`config.mk`:
```
export PLATFORM = sky130hd
export DESIGN_NAME = sram_ctrl_param
export DESIGN_NICKNAME = d
export VERILOG_FILES = /design/src/rtl/sram_ctrl_param.sv
export SDC_FILE = /design/constraint.sdc
export NUM_CORES = 1
export LEC_CHECK = 0
export BUFFER_PORTS_ARGS = -buffer_cell sky130_fd_sc_hd__buf_2
export CORE_MARGIN = 5
export CORE_UTILIZATION = 30
export DETAILED_ROUTE_END_ITERATION = 7
export PLACE_DENSITY = 0.56
export SETUP_SLACK_MARGIN = 0.3
export SLEW_MARGIN = 20
export SYNTH_ARGS = -nofsm -noshare
export SYNTH_HDL_FRONTEND = slang
export SYNTH_SLANG_ARGS = --single-unit
```
`constraint.sdc`:
```
create_clock -name clk -period 1.72 [get_ports clk]
set_input_delay 0 -clock clk [delete_from_list [all_inputs] [get_ports clk]]
set_output_delay 0 -clock clk [all_outputs]
set_load 0.01 [all_outputs]
```
`src/rtl/sram_ctrl_param.sv`:
```
// Parametrised async SRAM controller with a request/ready host handshake and
// programmable setup/access/hold wait states; every SRAM-side output is registered.
module sram_ctrl_param #(
  parameter int unsigned ADDR_W     = 16,
  parameter int unsigned DATA_W     = 8,
  parameter int unsigned SETUP_CYC  = 1,
  parameter int unsigned ACCESS_CYC = 2,
  parameter int unsigned HOLD_CYC   = 1
) (
  input  logic              clk,
  input  logic              rst,
  input  logic              req,
  input  logic              we,
  input  logic [ADDR_W-1:0] addr,
  input  logic [DATA_W-1:0] wdata,
  output logic              ready,
  output logic              done,
  output logic              rvalid,
  output logic [DATA_W-1:0] rdata,
  output logic [ADDR_W-1:0] sram_addr,
  output logic [DATA_W-1:0] sram_dq_out,
  output logic              sram_dq_oe,
  input  logic [DATA_W-1:0] sram_dq_in,
  output logic              nCS,
  output logic              nOE,
  output logic              nWE
);

  typedef enum logic [1:0] {IDLE, SETUP, ACCESS, HOLD} state_t;

  // Each phase counter is loaded with its length minus one and exits at zero.
  localparam logic [7:0] SETUP_LD  = 8'(SETUP_CYC - 1);
  localparam logic [7:0] ACCESS_LD = 8'(ACCESS_CYC - 1);
  localparam logic [7:0] HOLD_LD   = 8'(HOLD_CYC - 1);
  localparam bit         HAS_HOLD  = (HOLD_CYC != 0);

  state_t              state_q, state_d;
  logic [7:0]          cnt_q, cnt_d;
  logic                we_q, we_d;
  logic [ADDR_W-1:0]   addr_q, addr_d;
  logic [DATA_W-1:0]   dq_out_q, dq_out_d;
  logic [DATA_W-1:0]   rdata_q, rdata_d;
  logic                ncs_q, ncs_d;
  logic                noe_q, noe_d;
  logic                nwe_q, nwe_d;
  logic                oe_q, oe_d;
  logic                done_q, done_d;
  logic                rvalid_q, rvalid_d;

  always_ff @(posedge clk or posedge rst) begin
    if (rst) begin
      state_q  <= IDLE;
      cnt_q    <= '0;
      we_q     <= 1'b0;
      addr_q   <= '0;
      dq_out_q <= '0;
      rdata_q  <= '0;
      ncs_q    <= 1'b1;
      noe_q    <= 1'b1;
      nwe_q    <= 1'b1;
      oe_q     <= 1'b0;
      done_q   <= 1'b0;
      rvalid_q <= 1'b0;
    end else begin
      state_q  <= state_d;
      cnt_q    <= cnt_d;
      we_q     <= we_d;
      addr_q   <= addr_d;
      dq_out_q <= dq_out_d;
      rdata_q  <= rdata_d;
      ncs_q    <= ncs_d;
      noe_q    <= noe_d;
      nwe_q    <= nwe_d;
      oe_q     <= oe_d;
      done_q   <= done_d;
      rvalid_q <= rvalid_d;
    end
  end

  always_comb begin
    state_d  = state_q;
    cnt_d    = cnt_q;
    we_d     = we_q;
    addr_d   = addr_q;
    dq_out_d = dq_out_q;
    rdata_d  = rdata_q;
    ncs_d    = ncs_q;
    noe_d    = noe_q;
    nwe_d    = nwe_q;
    oe_d     = oe_q;
    done_d   = 1'b0;
    rvalid_d = 1'b0;
    unique case (state_q)
      IDLE: begin
        if (req) begin
          state_d  = SETUP;
          cnt_d    = SETUP_LD;
          we_d     = we;
          addr_d   = addr;
          dq_out_d = wdata;
          ncs_d    = 1'b0;
        end
      end
      SETUP: begin
        if (cnt_q == 8'd0) begin
          state_d = ACCESS;
          cnt_d   = ACCESS_LD;
          if (we_q) begin
            nwe_d = 1'b0;
            oe_d  = 1'b1;
          end else begin
            noe_d = 1'b0;
          end
        end else begin
          cnt_d = cnt_q - 8'd1;
        end
      end
      ACCESS: begin
        if (cnt_q == 8'd0) begin
          noe_d    = 1'b1;
          nwe_d    = 1'b1;
          done_d   = 1'b1;
          rvalid_d = ~we_q;
          if (!we_q) rdata_d = sram_dq_in;
          // Writes keep driving the bus through HOLD; with no HOLD the bus is released here.
          if (HAS_HOLD) begin
            state_d = HOLD;
            cnt_d   = HOLD_LD;
          end else begin
            state_d = IDLE;
            ncs_d   = 1'b1;
            oe_d    = 1'b0;
          end
        end else begin
          cnt_d = cnt_q - 8'd1;
        end
      end
      HOLD: begin
        if (cnt_q == 8'd0) begin
          state_d = IDLE;
          ncs_d   = 1'b1;
          oe_d    = 1'b0;
        end else begin
          cnt_d = cnt_q - 8'd1;
        end
      end
      default: state_d = IDLE;
    endcase
  end

  assign ready       = (state_q == IDLE);
  assign done        = done_q;
  assign rvalid      = rvalid_q;
  assign rdata       = rdata_q;
  assign sram_addr   = addr_q;
  assign sram_dq_out = dq_out_q;
  assign sram_dq_oe  = oe_q;
  assign nCS         = ncs_q;
  assign nOE         = noe_q;
  assign nWE         = nwe_q;

endmodule

```
**After elaboration in Yosys (flattened, before gate mapping)**

Cells that the tools add are included.

- Input bits: 36
- Logic and storage cells: 64
- Flip-flop bits (word level): 49

- Bitwise operators: 1
- Reduce and logical (&&, ||, !) cells: 13
- Mux-type cells: 27
- Eq/ne operators: 10
- $add $sub $neg: 1

Operators by type and width:

| cell | number |
|---|---|
| 8-bit 2-to-1 mux | 4 |
| 8-bit one-hot mux with 4 select lines | 1 |
| 4-bit AND reduction | 4 |
| 2-bit != test (second input constant) | 7 |
| 1-bit 2-to-1 mux | 13 |
| 8-bit zero test | 1 |
| 2-bit 2-to-1 mux | 4 |
| 1-bit one-hot mux with 2 select lines | 4 |
| 2-bit one-hot mux with 4 select lines | 1 |
| 8-bit by 1-bit subtractor with 8-bit output (second input constant) | 1 |
| 3-bit AND reduction | 2 |
| 2-bit nonzero test | 3 |
| 2-bit == test (second input constant) | 2 |
| 2-bit AND reduction | 2 |
| 2-bit by 1-bit == test with 1-bit output (second input constant) | 1 |
| 2-bit zero test | 1 |
| 1-bit NOT | 1 |

**Longest topological paths before layout**

- Depth after elaboration: 3
- Mapped depth: 7
- Mapped depth without buffers: 6

**Least setup slack after synthesis**

Ideal clock, no wire load.

- Path type: reg-to-reg
- From: register cnt_q[3]
- To: register rdata_q[0] (netlist: rdata[0])
- Arrival time: 1.706 ns
- Clock period less this slack: 1.831 ns
- Stages on the path, launching flop included: 6
- Data required time: 1.595 ns
- Setup time: 0.125 ns
- Setup slack: -0.111 ns
- Cells stage by stage: dfrtp_1 -> nor4_4 -> nand3_2 -> or3_1 -> buf_6 -> mux2_4

- Cells in the longest elaborated chain, start to end: 2

Ends and longest elaborated chain:

| item | line | RTL |
|---|---|---|
| from (decl) | 38 | `logic [7:0] cnt_q, cnt_d;` |
| from (signal assigned) | 66 | `cnt_q <= cnt_d;` |
| 8-bit zero test | 119 | `if (cnt_q == 8'd0) begin` |
| 3-bit AND reduction (no line) | -- |  |
| to (signal assigned) | 70 | `rdata_q <= rdata_d;` |
| to (decl) | 42 | `logic [DATA_W-1:0] rdata_q, rdata_d;` |

Every way passes these cells.
A chain may end at the register's enable or synchronous reset.

**Final worst setup path**

- From: register cnt_q[1]
- To: register rdata_q[3] (netlist: rdata[3])

Same word-level chain as after synthesis.

==> flow_summary.json <==
{
  "worstMarginPinSlew_ns": 0.429,
  "drt-initial-drc-count": 45,
  "initial_utilization_pct": 30.3,
  "p_int_uw": 4420,
  "crit_arrival_ns": 1.94,
  "sequentialPowerShare_pct": 30.1,
  "totalWireLength_mm": 5.51,
  "p_leak_uw": 0.00187,
  "antenna_found_initial": 0,
  "report.final.slew_viol_count": 0,
  "cpPeakStageDelay_ns": 0.39,
  "synthesis.instances": 164,
  "grt_max_degree": 23,
  "die_y_um": 94.9,
  "synth_area_leaders": "dfrtp_1, mux2_2, mux2_4, dfstp_2, ha_1",
  "hold_viol": 0,
  "dp_hpwl_mm": 3.56,
  "finalWorstSetupSlack_ns": -0.0313,
  "overflow": 0,
  "crit_buf_inv": 2,
  "path_clk_slew_ns": 0.09,
  "die_x_um": 94.9,
  "port_buffers": 74,
  "fin_worst_skew_ns": 0.00527,
  "irDropWorstVdd_mv": 0.555,
  "cts_tree": "yes",
  "whs_path_depth": 3,
  "comb_power_share_pct": 60.1,
  "syn_area_um2": 2160,
  "io_pins": 75,
  "place_congestion": 0.782,
  "postRouteAntennaNets": 0,
  "crit_required_ns": 1.91,
  "hp-class": "input port to flop",
  "end_kind": "flop",
  "drt-pass1-iter-count": 4,
  "outcome": "finished with violations",
  "ys_types": 35,
  "cts_buffer_depth": 2,
  "p_switching_uw": 2430,
  "cts-root-buf": "clkbuf_8",
  "die-area_um2": 9010,
  "startpoint": "cnt_q[1]$_DFFE_PP0P_",
  "crit_slowest_cell": "dfrtp_1",
  "syn_avg_cell_area_um2": 13.2,
  "ys_seq_elements": 49,
  "synth_warnings": 0,
  "failed_checks": "setup timing",
  "drive_above_1_share_pct": 61.0,
  "rr_worst_depth": 6,
  "grt_pass1_wl_mm": 8.71,
  "slew_headroom_pct": 71.3,
  "critPathKind": "flop to flop",
  "dp_slack_ns": -0.0527,
  "vias": 1814,
  "grtUsageTotal_pct": 12.3,
  "switching_share_pct": 35.5,
  "critical_path_cell_count": 6,
  "place_area_um2": 2870,
  "period_share_pct": 102,
  "cp_max_fo": 5,
  "cap_viol_max_count": 0,
  "power.density_nw_per_um2": 1840,
  "grt_pass1_vias": 1831,
  "num_rows": 31,
  "setup_viol": 10,
  "drc": 0,
  "fill_cells": 640,
  "viasPerCell": 4.38,
  "numClockSinks": 49,
  "crit_chain": "inv_1, ha_2, nand3_2, or3_4, buf_6, mux2_4",
  "fin_area_um2": 3720,
  "yosysSeqAreaShare_pct": 56.8,
  "yosys.area.top_type": "dfrtp_1",
  "antenna_cells": 0,
  "fmax_mhz": 571,
  "finalPower_uw": 6850,
  "cp_top_family": "simple AND/OR/NAND/NOR gates",
  "synth_top_area_share_pct": 53.2,
  "r2r_start": "cnt_q[1]$_DFFE_PP0P_",
  "hp-start": "req",
  "wire_per_inst_um": 13.3,
  "finalSetupTns_ns": -0.203,
  "grt_setup_unrepaired": "yes",
  "rrSetupSlack_ns": -0.03,
  "final_nets": 356,
  "htree_levels": 2,
  "area_delta_synth_final_pct": 71.7,
  "pwr-share-clk_pct": 9.8,
  "period_minus_slack_ns": 1.75,
  "clkLatencyLatePin_ns": 0.30,
  "worstSetupStartpointType": "flop",
  "core_area_um2": 7140,
  "syn_nets": 206,
  "cts_buffers": 5
}
[Yosys cell counts]
cell / instances
dfrtp_1: 46
mux2_2: 26
inv_1: 12
a21oi_1: 11
mux2_4: 8
nand2_1: 8
ha_1: 6
nor2_1: 6
mux2i_1: 4
a22o_1: 3
clkbuf_1: 3
dfstp_2: 3
nor3_1: 3
o21ai_0: 3
nand3_1: 2
a21o_1: 1
a2bb2oi_1: 1
a311oi_1: 1
a31oi_1: 1
a41o_2: 1
and3_2: 1
buf_2: 1
buf_6: 1
nand2b_1: 1
nand3_2: 1
nand3b_1: 1
nor2b_1: 1
nor4_4: 1
o21ba_2: 1
o2bb2ai_1: 1
o31ai_1: 1
o32a_1: 1
or3_1: 1
or3_2: 1
xnor2_1: 1
[sequential cells by signal, summed over array words and instances, names as in the netlist]
signal,count
sram_addr,16
cnt_q,8
rdata,8
sram_dq_out,8
state_q,2
done,1
nCS,1
nOE,1
nWE,1
rvalid,1
sram_dq_oe,1
we_q,1
[routing by layer]
layer  GRT usage [%]  wire length, um  vias to the layer above
li1                -                -                      877
met1            16.4             2560                      883
met2            19.7             2590                       49
met3            2.55              287                        5
met4            4.33               68                        0
met5               0                0                        -
[worst reg2reg max path, cell delays in order, from the launching register on]
cell	delay (ns)
dfrtp_1	0.39
inv_1	0.11
ha_2	0.25
nand3_2	0.09
or3_4	0.36
buf_6	0.15
mux2_4	0.29
[cells by family (layout without fill, tap and decap cells)]
kind of cell / count (synthesis) / after routing / share of synthesized area, %
AO/OA/AOI/OAI: 26 / 26 / 8.09
multiplexers: 38 / 38 / 20.9
adder cells (fa/ha/maj): 6 / 6 / 3.47
XOR/XNOR: 1 / 1 / 0.405
AND/OR/NAND/NOR: 27 / 27 / 6.94
flip-flops: 49 / 49 / 56.8
buffers and inverters: 17 / 168 / 3.35
[placed cells by master (no fill, tap or decap), types with 2 or more instances in the layout]
| cell | instances |
|---|---|
| buf_2 | 73 |
| dfrtp_1 | 46 |
| mux2_4 | 34 |
| dlygate4sd3_1 | 34 |
| buf_4 | 25 |
| buf_6 | 11 |
| a21oi_2 | 10 |
| nand2_1 | 7 |
| inv_1 | 7 |
| nor2_1 | 5 |
| inv_2 | 5 |
| clkbuf_8 | 5 |
| mux2i_1 | 4 |
| a22o_1 | 3 |
| ha_2 | 3 |
| dfstp_2 | 3 |
| buf_12 | 3 |
| nor3_1 | 2 |
| nand3_1 | 2 |
| or3_4 | 2 |
| o21ai_0 | 2 |
| ha_4 | 2 |
| clkinv_2 | 2 |
| buf_16 | 2 |
[power groups by stage]
stage               Clock [uW]  Combinational [uW]  Sequential, uW
floorplan                    0                1640            2260
global placement             0                2980            2040
detailed placement           0                3020            2060
CTS                        711                4000            2070
global route               738                4450            2140
finish                     668                4120            2070
[path summary, 6_finish.rpt]
check	to
setup / recovery	rdata[3]$_DFFE_PP0P_
hold / removal	nCS$_DFFE_PP1P_
setup reg to reg	rdata[3]$_DFFE_PP0P_
hold reg to reg	cnt_q[7]$_DFFE_PP0P_
max in group asynchronous	sram_dq_out[0]$_DFFE_PP0P_
min in group asynchronous	rdata[4]$_DFFE_PP0P_
[cell type report]
cell class / instances / area [um2] / share of cell area, %
timing repair buffer: 148 / 1130 / 30.5
clock buffer: 5 / 68.8 / 1.85
sequential: 49 / 1230 / 33.1
inverter: 12 / 45.0 / 1.21
multi-input combinational: 98 / 1100 / 29.6
tap: 99 / 124 / 3.33
clock inverter: 3 / 17.5 / 0.471
[repair_timing]
item,4_1_cts,5_1_grt
endpoints found under the setup margin,48,49
hold endpoints to repair,49,0
gates cloned,4,0
hold buffers,34,0
pin swaps,6,4
buffers inserted,8,2
resized for setup,62,10
[through the flow]
stage	instances	hold slack (ns)	util, %
2_1_floorplan	164	0.149	-
3_3_place_gp	358	0.0247	40.2
3_5_place_dp	358	0.0255	40.2
4_1_cts	412	0.0626	51.3
5_1_grt	414	0.142	52.1
6_report	414	0.111	52.1
Note: power is estimated with default switching activity, not from simulation.
